<file path="src/rtl/div_unit_pkg.sv">
// div_unit_pkg: shared op encodings, FSM states and constants for the RV32M divider
package div_unit_pkg;
  localparam logic [1:0] DIV_OP_DIV  = 2'b00;
  localparam logic [1:0] DIV_OP_DIVU = 2'b01;
  localparam logic [1:0] DIV_OP_REM  = 2'b10;
  localparam logic [1:0] DIV_OP_REMU = 2'b11;
  typedef enum logic [1:0] {
    ST_IDLE = 2'd0,
    ST_CALC = 2'd1,
    ST_DONE = 2'd2
  } div_state_e;
  localparam int          DIV_ITERS = 32;
  localparam logic [31:0] ALL_ONES  = 32'hFFFF_FFFF;
  localparam logic [31:0] INT_MIN   = 32'h8000_0000;
endpackage

</file>
<file path="src/rtl/div_unit.sv">
// div_unit: multi-cycle radix-2 restoring RV32M DIV/DIVU/REM/REMU unit
//   clk, rst_n          clock, async active-low reset
//   start, op, rs1_data, rs2_data, rd_addr   request and operands (sampled when not busy)
//   flush               synchronous abort
//   busy, done          iterating / one-cycle result-valid pulse (register-file write-enable)
//   result, rd_addr_out write-data / write-address, held until the next completion
module div_unit
  import div_unit_pkg::*;
#(
  parameter int WIDTH = 32
) (
  input  logic             clk,
  input  logic             rst_n,
  input  logic             start,
  input  logic [1:0]       op,
  input  logic [WIDTH-1:0] rs1_data,
  input  logic [WIDTH-1:0] rs2_data,
  input  logic [4:0]       rd_addr,
  input  logic             flush,
  output logic             busy,
  output logic             done,
  output logic [WIDTH-1:0] result,
  output logic [4:0]       rd_addr_out
);
  div_state_e       state_q;
  logic             rem_op_q, qneg_q, rneg_q;
  logic [4:0]       cnt_q, rd_q, rd_out_q;
  logic [WIDTH-1:0] dvd_q, dvs_q, rem_q, result_q;
  logic             is_signed, is_rem, dvs_zero, ovf, accept, last;
  logic [WIDTH-1:0] a_abs, b_abs, special_d, quot_d, rem_d, final_d;
  logic [WIDTH:0]   shift_d, diff_d;
  always_comb begin
    is_signed = op == DIV_OP_DIV || op == DIV_OP_REM;
    is_rem    = op == DIV_OP_REM || op == DIV_OP_REMU;
    a_abs     = is_signed && rs1_data[WIDTH-1] ? -rs1_data : rs1_data;
    b_abs     = is_signed && rs2_data[WIDTH-1] ? -rs2_data : rs2_data;
    dvs_zero  = rs2_data == '0;
    ovf       = is_signed && rs1_data == INT_MIN && rs2_data == ALL_ONES;
    special_d = dvs_zero ? (is_rem ? rs1_data : ALL_ONES) : (is_rem ? '0 : INT_MIN);
    accept    = start && !flush && state_q != ST_CALC;
    // 33-bit trial subtract: shifted partial remainder can exceed 32 bits before subtraction
    shift_d   = {rem_q, dvd_q[WIDTH-1]};
    diff_d    = shift_d - {1'b0, dvs_q};
    rem_d     = diff_d[WIDTH] ? shift_d[WIDTH-1:0] : diff_d[WIDTH-1:0];
    // dividend register doubles as the quotient: bits shift out the top, quotient bits in the bottom
    quot_d    = {dvd_q[WIDTH-2:0], ~diff_d[WIDTH]};
    final_d   = rem_op_q ? (rneg_q ? -rem_d : rem_d) : (qneg_q ? -quot_d : quot_d);
    last      = cnt_q == 5'(DIV_ITERS - 1);
  end
  always_ff @(posedge clk or negedge rst_n) begin
    if (!rst_n) begin
      state_q  <= ST_IDLE;
      rem_op_q <= 1'b0;
      qneg_q   <= 1'b0;
      rneg_q   <= 1'b0;
      cnt_q    <= '0;
      rd_q     <= '0;
      rd_out_q <= '0;
      dvd_q    <= '0;
      dvs_q    <= '0;
      rem_q    <= '0;
      result_q <= '0;
    end else if (flush) begin
      state_q <= ST_IDLE;
    end else if (accept) begin
      rem_op_q <= is_rem;
      qneg_q   <= op == DIV_OP_DIV && (rs1_data[WIDTH-1] ^ rs2_data[WIDTH-1]);
      rneg_q   <= op == DIV_OP_REM && rs1_data[WIDTH-1];
      rd_q     <= rd_addr;
      dvd_q    <= a_abs;
      dvs_q    <= b_abs;
      rem_q    <= '0;
      cnt_q    <= '0;
      if (dvs_zero || ovf) begin
        result_q <= special_d;
        rd_out_q <= rd_addr;
        state_q  <= ST_DONE;
      end else begin
        state_q <= ST_CALC;
      end
    end else if (state_q == ST_CALC) begin
      dvd_q <= quot_d;
      rem_q <= rem_d;
      cnt_q <= cnt_q + 5'd1;
      if (last) begin
        result_q <= final_d;
        rd_out_q <= rd_q;
        state_q  <= ST_DONE;
      end
    end else begin
      state_q <= ST_IDLE;
    end
  end
  assign busy        = state_q == ST_CALC;
  assign done        = state_q == ST_DONE;
  assign result      = result_q;
  assign rd_addr_out = rd_out_q;
endmodule

</file>
<file path="config.mk">
export PLATFORM = sky130hd
export DESIGN_NAME = div_unit
export DESIGN_NICKNAME = d
export VERILOG_FILES = /design/src/rtl/div_unit_pkg.sv /design/src/rtl/div_unit.sv
export SDC_FILE = /design/constraint.sdc
export NUM_CORES = 1
export LEC_CHECK = 0
export CELL_PAD_IN_SITES_DETAIL_PLACEMENT = 0
export CELL_PAD_IN_SITES_GLOBAL_PLACEMENT = 2
export CORE_MARGIN = 2
export CORE_UTILIZATION = 38
export DETAILED_ROUTE_END_ITERATION = 6
export GPL_TIMING_DRIVEN = 0
export PLACE_DENSITY = 0.9
export SYNTH_ARGS = -nofsm -noshare
export SYNTH_HDL_FRONTEND = slang
export SYNTH_SLANG_ARGS = --single-unit
</file>
<file path="constraint.sdc">
create_clock -name clk -period 8.7 [get_ports clk]
set_clock_uncertainty 0.15 [all_clocks]
set_input_delay 1.74 -clock clk [delete_from_list [all_inputs] [get_ports clk]]
set_output_delay 1.74 -clock clk [all_outputs]
set_load 0.05 [all_outputs]
</file>
==> key figures, run 1 <==
Synthesis
  – Distinct cells, synth: 83
  – Main area contributors after synthesis: dfrtp_1, o21ai_0, nand2_1
  – Ys flop type: dfrtp_1
  – Ys Warns: 0
  – Mean post-synth cell area: 7.813 sq um
  – Fraction of registers with async set/reset: 100.0%
  – EDFF count, synth: 0
  – Yosys top cell area share: 30.82%
  – Sequential fraction of the synthesis area: 30.82%
  – Syn Std Cell Area: 12020 sq um
  – FF+latch count, synth: 148
  – Syn Nets: 1653
  – Post-synth top area cell: dfrtp_1
  – Gate Count Post-Synth: 1538

Routing
  – Residual DRC count: 6
  – Via/cell ratio: 6.047
  – Routed WL per cell: 22.05 microns
  – 1st-iter DRT viols: 1172
  – Post-route ant nets: 0
  – Total number of vias: 12.61k
  – DRT Pass-1 Iters: 7
  – Drt total wl: 45980 microns

Final layout
  – Nets: 1785
  – Area grow syn2layout: 19.36%
  – Ratio of cells with drive above 1 in the final layout: 5.645%
  – Finished Cell Area: 14340 sq um
  – Inserted Diodes: 0

Floorplanning
  – IO Pins: 114
  – Die area: 33060 sq um
  – Starting Density: 38.38%
  – Site Rows: 65
  – Die width: 181.8 microns
  – Die height: 181.8 microns
  – Core region area: 31310 sq um

Worst hold path
  – Worst hold path class: reg2reg

Pwr
  – Sequential share of power: 18.7%
  – Net Switching: 2831 uW
  – Combinational share of power: 65.3%
  – Pwr dens: 382.2 nW/um^2
  – Clock share of power: 16.0%
  – Switching Share: 51.64%
  – Internal power: 2651 uW
  – VDD IR-drop max: 260.1 uV
  – Leakage power: 0.005900 uW

Timing
  – Final Max Slew Viols: 0
  – Timing-limited maximum frequency: 135.8 MHz
  – RSZ-0062 raised after global routing: false
  – Fin. Hold Viols: 0
  – Min cycle time layout: 7.363 ns
  – Final worst-path cycle share: 84.63%
  – Post-route setup slack: 1.337 ns
  – Hold Slack: 0.3220 ns
  – Max-slew headroom: 11.44%
  – Final setup violation count: 0
  – Slew @ Worst Pin: 1.316 ns

Place
  – Placed inst area: 13670 sq um
  – Detailed placement HPWL: 35840 microns
  – Worst slack, placed: 1.616 ns
  – Gpl congestion: 0.8965
  – IO buf count: 112

Clocking
  – CTS H-tree lvls: 4
  – Clk_lat worst skew: 0.45 ns
  – Clock tree from TritonCTS: yes
  – CTS root buffer: clkbuf_16
  – Resize count post-CTS: 0
  – CTS max path bufs: 2
  – TritonCTS buffer count: 17
  – CTS hold repair buffers: 0
  – CTS clock-pin slew for the worst setup and hold paths: 0.06 ns
  – CTS Sinks: 148
  – Setup bufs post-CTS: 0

GRT
  – Vias in the first global route: 11.93k
  – Initial antenna violation count: 0
  – GRT Total Usage: 27.94%
  – Gr ovfl total: 0
  – Largest net degree at the start of global routing: 76
  – First-pass GRT wire length: 70450 microns

Critical path
  – Setup CP Type: reg2reg
  – Max Fanout on Critical Path: 10
  – Endpoint type of the worst setup path: flip-flop
  – Critical path arrival: 7.59 ns
  – Critical Path RT: 8.93 ns
  – R2R setup slack: 1.34 ns
  – CP startpoint kind: flip-flop

Run status
  – Violated checks: design-rule violations
  – Status: finished with violations

Flow run
  – Max cap viols: 0
==> critical path: stages, from the launching register on <==
cell and delay (ns):
dfrtp_1 0.38, inv_1 0.07, ha_1 0.25, fa_1 0.41, nand2b_1 0.21, a211oi_2 0.48, o211ai_1 0.37, a211oi_4 0.38
o21a_1 0.40, nor2_8 0.10, inv_2 0.09, buf_6 0.15, buf_2 0.31, buf_1 0.60, nor2_1 0.09, a21oi_1 0.37
ha_1 0.22, clkbuf_1 0.30, and2_1 0.21, a41oi_1 0.29, o31ai_1 0.39, xnor2_1 0.15, a2111oi_0 0.72, a211o_1 0.18
==> state kept, by name, summed over array words and instances (netlist names) <==
register,cells
dvs_q,32
rem_q,32
qneg_q,1
rneg_q,1
result,32
rem_op_q,1
rd_q,5
cnt_q,5
rd_addr_out,5
state_q,2
dvd_q,32
==> stage by stage <==
stage	util [%]	total power, uW	TNS, ns	cells
floorplan	-	3484	0	1538
global placement	43.56	4509	-89.01	2052
detailed placement	43.66	4517	0	2053
CTS	45.81	5406	0	2085
global route	45.81	5859	0	2085
finish	45.81	5482	0	2085
==> power groups by stage <==
stage / logic, uW / clock network [uW] / registers, uW
final: 3580 / 879 / 1020
after global routing: 3900 / 914 / 1040
after CTS: 3500 / 883 / 1020
after detailed placement: 3480 / 0 / 1030
after global placement: 3480 / 0 / 1030
after floorplan: 2470 / 0 / 1010
==> area by class of cell <==
class | count | area [sq um]
inverter | 60 | 225.2
fill | 3190 | 16970
sequential | 148 | 3704
tap | 402 | 503.0
clock inverter | 13 | 230.2
multi-input combinational | 1245 | 7729
buffer | 85 | 359.1
clock buffer | 19 | 442.9
timing repair buffer | 113 | 1150
==> per-layer routing <==
| metal | global-route usage (%) | vias up | share of wire, % |
|---|---|---|---|
| met1 | 40.30 | 6161 | 45 |
| li1 | - | 5845 | - |
| met5 | 1.333 | - | 0.13 |
| met4 | 8.423 | 2 | 2.5 |
| met2 | 42.27 | 540 | 44 |
| met3 | 5.074 | 60 | 8.4 |
==> Yosys cell counts, drive strengths merged, types with 16 or more instances <==
master	instances
dfrtp	148
a21oi	136
nand2	199
or3	27
xnor2	64
nor4	23
nand4	22
nand3	19
a21o	18
nor2	130
mux2i	31
ha	39
o31ai	26
buf	16
xor2	61
nor3	31
inv	60
clkbuf	69
a211oi	18
o21ai	194
==> final timing paths <==
| path | startpoint | endpoint | cells past startpoint |
|---|---|---|---|
| max in group asynchronous | rst_n | rd_q[1] | 2 |
| worst max-delay path | dvd_q[31] | result[22] | 23 |
| worst min-delay path | result[3] | result[3] | 2 |
| worst min register to register | result[3] | result[3] | 2 |
| worst max register to register | dvd_q[31] | result[22] | 23 |
| min in group asynchronous | rst_n | dvs_q[0] | 1 |
==> layout by cell type (no fill, tap or decap), drive strengths merged, types with 10 or more instances in the layout <==
cell type	Yosys	final
nand2	199	199
o21ai	194	194
dfrtp	148	148
a21oi	136	136
nor2	130	130
clkdlybuf4s50	0	111
clkbuf	69	88
xnor2	64	64
xor2	61	61
inv	60	60
ha	39	39
mux2i	31	31
nor3	31	31
or3	27	27
o31ai	26	26
nor4	23	23
nand4	22	22
nand3	19	19
a21o	18	18
a211oi	18	18
buf	16	18
o41ai	15	15
a31oi	12	12
nand2b	11	11
and2	11	11
mux2	11	11
and3	10	10
or2	10	10
==> kinds of logic (layout without fill, tap and decap cells) <==
logic type / Yosys count / count (layout) / synth area share, %
XOR/XNOR: 125 / 125 / 9.111
multiplexers: 42 / 42 / 3.769
AO/OA/AOI/OAI: 520 / 520 / 26.92
flip-flops: 148 / 148 / 30.82
AND/OR/NAND/NOR: 518 / 518 / 20.29
buffers and inverters: 145 / 290 / 4.862
adder cells (fa/ha/maj): 40 / 40 / 4.227
Note: power is estimated with default switching activity, not from simulation.
==> run 2, diff against run 1 <==
--- a/config.mk
+++ b/config.mk
@@ -8,10 +8,10 @@
 export CELL_PAD_IN_SITES_DETAIL_PLACEMENT = 0
 export CELL_PAD_IN_SITES_GLOBAL_PLACEMENT = 2
 export CORE_MARGIN = 2
-export CORE_UTILIZATION = 38
+export CORE_UTILIZATION = 31
 export DETAILED_ROUTE_END_ITERATION = 6
 export GPL_TIMING_DRIVEN = 0
-export PLACE_DENSITY = 0.9
+export PLACE_DENSITY = 0.79
 export SYNTH_ARGS = -nofsm -noshare
 export SYNTH_HDL_FRONTEND = slang
 export SYNTH_SLANG_ARGS = --single-unit
==> constraint.sdc (replaced) <==
create_clock -name clk -period 6.4 [get_ports clk]
set_clock_uncertainty 0.15 [all_clocks]
set_input_delay 1.28 -clock clk [delete_from_list [all_inputs] [get_ports clk]]
set_output_delay 1.28 -clock clk [all_outputs]
set_load 0.05 [all_outputs]
==> run 2 against run 1 <==
The run now ends clean. Non-clock buffer count shrank 2. Core utilization shrank 8.4 points. Routed wire length grew 2.7%. Combinational power grew 35%. Maximum frequency grew 24%. Power grew 32%. Clock power grew 16%. Worst setup slack lost 0.88 ns. Final cell count grew 5.5%. Count of clock-buffer cells in the layout grew 1. Hold slack gained 0.0029 ns. First-iteration DRC count shrank 16%. Critical endpoint is now result[20]. Highest routed layer is now met4.
==> key figures, run 2 (synthesized netlist as in run 1, its figures left out) <==
Run status
  – Status: finished, final reports clean

Clocking
  – CTS max path bufs: 2 (unchanged)
  – CTS hold repair buffers: 0 (unchanged)
  – CTS clock-pin slew for the worst setup and hold paths: 0.07 ns (about the same)
  – Clock tree from TritonCTS: yes
  – CTS root buffer: clkbuf_16
  – TritonCTS buffer count: 17 (unchanged)
  – Clk_lat worst skew: 0.45 ns (about the same)
  – CTS Sinks: 148 (unchanged)
  – CTS H-tree lvls: 4 (unchanged)

Timing
  – Fin. Hold Viols: 0 (unchanged)
  – Hold Slack: 0.3250 ns (+0.002948 ns)
  – RSZ-0062 raised after global routing: false
  – Min cycle time layout: 5.946 ns (-1.417 ns)
  – Final Max Slew Viols: 0 (unchanged)
  – Final TNS setup: 0 ns (unchanged)
  – Max-slew headroom: 11.90% (+0.46 points)
  – Slew @ Worst Pin: 1.309 ns (-0.006783 ns)
  – Timing-limited maximum frequency: 168.2 MHz (+24%)
  – Final setup violation count: 0 (unchanged)
  – Final worst-path cycle share: 92.90% (+8.3 points)
  – Post-route setup slack: 0.4544 ns (-0.8831 ns)

Flow run
  – Max cap viols: 0 (unchanged)

Final layout
  – Sequential standard cell area: 3704 sq um (unchanged)
  – Most frequent cells in the layout: nand2_1, o21ai_0, dfrtp_1
  – Commonest non-fill, non-tap cell in the layout: nand2_1
  – Nets: 1783 (-0.11%)
  – Post-Layout Cell Count: 2199 (+5.5%)
  – Finished Cell Area: 14400 sq um (+0.38%)
  – FILL cells: 4099 (+28%)
  – Ratio of cells with drive above 1 in the final layout: 5.592% (-0.053 points)
  – Multi-input gate area: 7745 sq um (+0.21%)
  – Area grow syn2layout: 19.80%
  – Inserted Diodes: 0 (unchanged)

Floorplanning
  – Core region area: 38470 sq um (+23%)
  – Starting Density: 31.24% (-7.1 points)
  – Site Rows: 72 (+11%)
  – Die area: 40350 sq um (+22%)
  – Die height: 200.9 microns (+10%)
  – IO Pins: 114 (unchanged)
  – Die width: 200.9 microns (+10%)

GRT
  – GRT Total Usage: 23.44% (-4.5 points)
  – Initial antenna violation count: 1 (+1)
  – Vias in the first global route: 12.15k (+1.8%)
  – First-pass GRT wire length: 72510 microns (+2.9%)
  – Gr ovfl total: 0 (unchanged)
  – Largest net degree at the start of global routing: 92 (+21%)

Routing
  – Post-route ant nets: 0 (unchanged)
  – Residual DRC count: 0 (-6)
  – Via/cell ratio: 5.607 (-7.3%)
  – DRT Pass-1 Iters: 5 (-2)
  – Total number of vias: 12.33k (-2.2%)
  – 1st-iter DRT viols: 983 (-16%)
  – Drt total wl: 47220 microns (+2.7%)
  – Routed WL per cell: 21.48 microns (-2.6%)

Place
  – IO buf count: 112 (unchanged)
  – Detailed placement HPWL: 37150 microns (+3.7%)
  – Placed inst area: 13820 sq um (+1.1%)
  – Placed insts: 2169 (+5.7%)
  – Gpl congestion: 0.8924 (-0.46%)
  – Worst slack, placed: -0.6146 ns (-2.231 ns)

Critical path
  – Setup CP Type: reg2reg
  – CP startpoint kind: flip-flop
  – Worst r2r dst: result[20]
  – Critical Path RT: 6.64 ns (-2.29 ns)
  – FF-to-FF Start: dvd_q[31]
  – Reg2reg path depth: 21 (-8.7%)
  – Endpoint type of the worst setup path: flip-flop
  – R2R setup slack: 0.45 ns (-0.88 ns)
  – Max Fanout on Critical Path: 28 (+18)
  – Critical path arrival: 6.19 ns (-1.40 ns)

Pwr
  – VDD IR-drop max: 395.9 uV (+52%)
  – Leakage power: 0.005842 uW (-0.98%)
  – Pwr dens: 503.7 nW/um^2 (+32%)

Worst hold path
  – HP Start: rd_q[1]
  – Hold EP: rd_q[1]
  – Hold path cells: 2 (unchanged)
  – Worst hold path class: reg2reg
## run 2: cell types whose count changed in the layout (fill, tap and decap cells not counted), sizes merged
cell      change
clkinvlp      +2
clkinv        +1
bufinv        -4
buf           -2
clkbuf        +1
## run 2: timing repair
item | CTS | global route
endpoints found under the setup margin | 9 | 5
gates resized for setup | 1 | 4
buffers inserted | 0 | 0
## run 2: layout make-up
cell class | instances | area share (%)
multi-input cells | 1245 | 53.80
repair buffers | 113 | 8.013
inverters | 60 | 1.564
flip-flops and latches | 148 | 25.73
clock buffers | 20 | 3.033
well taps | 518 | 4.502
clock inverters | 12 | 0.9299
plain buffers | 83 | 2.434
## run 2: worst max path at each step
stage	start	endpoint	slack [ns]
6_report	dvd_q[31]	result[20]	0.45
5_1_grt	dvd_q[31]	result[22]	0.05
4_1_cts	dvd_q[31]	result[22]	0.23
3_5_place_dp	dvd_q[31]	result[22]	-0.61
3_3_place_gp	rst_n	dvs_q[4]	-2.71
2_1_floorplan	dvd_q[31]	result[28]	1.02
## run 2: layer usage
| layer | GRT usage, % | routed length [microns] | vias up |
|---|---|---|---|
| li1 | - | - | 5843 |
| met1 | 32.95 | 22500 | 6037 |
| met2 | 36.81 | 20970 | 396 |
| met3 | 3.604 | 2521 | 54 |
| met4 | 7.460 | 1228 | 0 |
| met5 | 0 | 0 | - |
## run 2: power by group
part | switching [uW] | internal, uW | total (uW)
Sequential | 254 | 1140 | 1400
Combinational | 3120 | 1710 | 4840
Clock | 445 | 573 | 1020
## run 2: stage by stage
stage / total power (uW) / util, %
final: 7251 / 37.43
after global routing: 7790 / 37.43
after CTS: 7184 / 37.39
after detailed placement: 6170 / 35.92
after global placement: 6158 / 35.84
after floorplan: 4736 / -
## run 2: critical path: stages, from the launching register on
cell       delay, ns
dfrtp_1         0.39
inv_1           0.07
ha_1            0.24
fa_1            0.41
nand2b_1        0.22
a211oi_4        0.38
o211ai_1        0.34
a211oi_4        0.35
o21a_2          0.28
nor2_8          0.08
inv_2           0.08
buf_6           0.24
nor2_1          0.07
a21oi_1         0.31
ha_1            0.21
clkbuf_1        0.31
and2_1          0.23
a41oi_1         0.29
o41ai_2         0.43
xnor2_1         0.15
a2111oi_2       0.45
a211o_1         0.15
==> run 3, diff against run 2 <==
--- a/config.mk
+++ b/config.mk
@@ -7,7 +7,6 @@
 export LEC_CHECK = 0
 export CELL_PAD_IN_SITES_DETAIL_PLACEMENT = 0
 export CELL_PAD_IN_SITES_GLOBAL_PLACEMENT = 2
-export CORE_MARGIN = 2
 export CORE_UTILIZATION = 31
 export DETAILED_ROUTE_END_ITERATION = 6
 export GPL_TIMING_DRIVEN = 0
==> run 3 against run 2 <==
Via count decreased by 0.84%. Clock power about the same. Critical path type unchanged. Maximum frequency is 1.2% lower. Non-clock buffer count decreased by 1. Sequential power hardly changed. Highest routed layer is now met5. Power up 0.27%. Flip-flop and latch count is the same. Routed wire length up 1.0%. Core utilization up 0.52 points.
==> key figures, run 3 (synthesized netlist as in run 1, its figures left out) <==
Clocking
  – CTS max path bufs: 2 (unchanged)
  – CTS root buffer: clkbuf_16
  – TritonCTS buffer count: 17 (unchanged)
  – Clock tree from TritonCTS: yes
  – CTS H-tree lvls: 4 (unchanged)
  – CTS clock-pin slew for the worst setup and hold paths: 0.07 ns (about the same)
  – Setup bufs post-CTS: 0 (unchanged)
  – CTS Sinks: 148 (unchanged)
  – CTS hold repair buffers: 0 (unchanged)
  – Clk_lat worst skew: 0.46 ns (about the same)

GRT
  – Initial antenna violation count: 2 (+1)
  – Vias in the first global route: 11.80k (-2.8%)
  – First-pass GRT wire length: 72450 microns (about the same)
  – Largest net degree at the start of global routing: 90 (-2.2%)
  – Gr ovfl total: 0 (unchanged)
  – GRT Total Usage: 24.68% (+1.2 points)

Timing
  – Fin. Hold Viols: 0 (unchanged)
  – Timing-limited maximum frequency: 166.2 MHz (-1.2%)
  – Final worst-path cycle share: 94.03% (+1.1 points)
  – Max-slew headroom: 27.85% (+16 points)
  – Final Max Slew Viols: 0 (unchanged)
  – RSZ-0062 raised after global routing: false
  – Slew @ Worst Pin: 1.071 ns (-0.2386 ns)
  – Final setup violation count: 0 (unchanged)
  – Hold Slack: 0.3207 ns (-0.004318 ns)
  – Min cycle time layout: 6.018 ns (+0.07226 ns)
  – Final TNS setup: 0 ns (unchanged)

Final layout
  – Most frequent cells in the layout: nand2_1, o21ai_0, dfrtp_1
  – Ratio of cells with drive above 1 in the final layout: 5.774% (+0.18 points)
  – Area grow syn2layout: 19.78% (about the same)
  – FILL cells: 4026 (-1.8%)
  – Finished Cell Area: 14390 sq um (about the same)
  – Post-Layout Cell Count: 2191 (-0.36%)
  – Nets: 1782 (-0.056%)
  – Inserted Diodes: 0 (unchanged)
  – Commonest non-fill, non-tap cell in the layout: nand2_1

Critical path
  – Delay-heaviest family, CP: compound AO/OA/AOI/OAI gates
  – Setup CP Type: reg2reg
  – WP buf/inv: 3 (-1)
  – Critical Path RT: 6.64 ns (about the same)
  – Critical path arrival: 6.26 ns (+0.07 ns)
  – Largest stage delay on the critical path: 0.47 ns (+0.02 ns)
  – Max Fanout on Critical Path: 28 (unchanged)
  – Max stage delay cell, worst path: a2111oi_2
  – CP startpoint kind: flip-flop
  – CP Cell Sequence: inv_1 > ha_1 > fa_1 > nand2b_1 > a211oi_4 > o211ai_1 > a211oi_4 > o21a_2 > nor2_8 > inv_2 > buf_6 > nor2_1 > a21oi_1 > ha_1 > and2_1 > a41oi_1 > o41ai_2 > xnor2_1 > a2111oi_2 > a211o_1
  – Endpoint type of the worst setup path: flip-flop

Pwr
  – Leakage power: 0.005854 uW (+0.22%)
  – Combinational share of power: 66.6% (about the same)
  – VDD IR-drop max: 356.2 uV (-10%)
  – Switching Share: 53.00% (+0.30 points)
  – Pwr dens: 505.1 nW/um^2 (+0.29%)
  – Net Switching: 3853 uW (+0.83%)
  – Internal power: 3417 uW (-0.36%)
  – Sequential share of power: 19.2% (about the same)
  – Clock share of power: 14.2% (+0.2 points)

Floorplanning
  – Die width: 198.9 microns (-1.0%)
  – Core region area: 37930 sq um (-1.4%)
  – IO Pins: 114 (unchanged)
  – Die height: 198.9 microns (-1.0%)
  – Die area: 39560 sq um (-2.0%)
  – Starting Density: 31.68% (+0.44 points)
  – Site Rows: 71 (-1.4%)

Worst hold path
  – Worst hold path class: reg2reg

Routing
  – Routed WL per cell: 21.77 microns (+1.4%)
  – Total number of vias: 12.23k (-0.84%)
  – Drt total wl: 47710 microns (+1.0%)
  – Post-route ant nets: 0 (unchanged)
  – DRT Pass-1 Iters: 5 (unchanged)
  – Via/cell ratio: 5.580 (-0.48%)
  – Residual DRC count: 0 (unchanged)
  – 1st-iter DRT viols: 1075 (+9.4%)

Place
  – Placed insts: 2162 (-0.32%)
  – Detailed placement HPWL: 37590 microns (+1.2%)
  – Placed inst area: 13810 sq um (about the same)
  – Gpl congestion: 0.8810 (-1.3%)
  – IO buf count: 112 (unchanged)

Run status
  – Status: finished, final reports clean

Flow run
  – Max cap viols: 0 (unchanged)
==> run 3: cell types whose count changed in the layout (fill, tap and decap cells not counted), moves of 2 or more <==
cell	delta
inv_6	+2
clkinvlp_4	-2
clkinv_4	+3
clkbuf_1	-4
clkbuf_8	+2
==> run 3: stage by stage <==
stage / total power (uW) / setup WS [ns] / utilization, %
final: 7270 / 0.3821 / 37.95
after global routing: 7797 / 0.08628 / 37.95
after CTS: 7228 / 0.1193 / 37.94
after detailed placement: 6194 / -0.8189 / 36.41
after global placement: 6180 / -2.678 / 36.32
after floorplan: 4736 / 1.019 / -
==> run 3: worst paths after layout <==
| path | startpoint | to | slack (ns) | depth (start not counted) |
|---|---|---|---|---|
| worst max register to register | dvd_q[31] | result[20] | 0.38 | 20 |
| worst max-delay path | dvd_q[31] | result[20] | 0.38 | 20 |
| max in group asynchronous | rst_n | dvd_q[19] | 4.59 | 2 |
| min in group asynchronous | rst_n | dvs_q[1] | 0.70 | 1 |
| worst min register to register | result[12] | result[12] | 0.32 | 2 |
| worst min-delay path | result[12] | result[12] | 0.32 | 2 |
==> run 3: power by group through the flow <==
stage                     Combinational [uW]  Sequential [uW]  Clock, uW
after CTS                               4780             1390       1050
after detailed placement                4780             1410          0
after global placement                  4770             1410          0
after floorplan                         3360             1370          0
after global routing                    5290             1420       1080
final                                   4840             1400       1030
==> run 3: layout make-up <==
cell class                 instances  area (sq um)  share of cell area, %
multi-input combinational       1245          7745                  53.81
sequential                       148          3704                  25.73
timing repair buffer             113          1154                  8.015
tap                              511         639.4                  4.442
clock buffer                      19         452.9                  3.147
buffer                            82         346.6                  2.408
inverter                          60         225.2                  1.565
clock inverter                    13         127.6                 0.8866
==> run 3: layer usage <==
layer | GRT usage (%) | part of all wire (%) | up-vias | routed length [microns]
li1 | - | - | 5823 | -
met1 | 35.61 | 48 | 6022 | 23140
met2 | 38.41 | 45 | 338 | 21510
met3 | 3.442 | 4.5 | 41 | 2160
met4 | 6.097 | 1.9 | 2 | 884
met5 | 0 | 0.027 | - | 13
==> run 3: repair_timing <==
action,in CTS,in global routing
pin swaps,0,0
cloned,0,0
resized for setup,2,3
endpoints found under the setup margin,11,4
==> run 3: worst min-delay path, cell delays in order (launching register included) <==
cell and delay, ns:
dfrtp_1 0.35, nand2_1 0.05, nand2_1 0.05
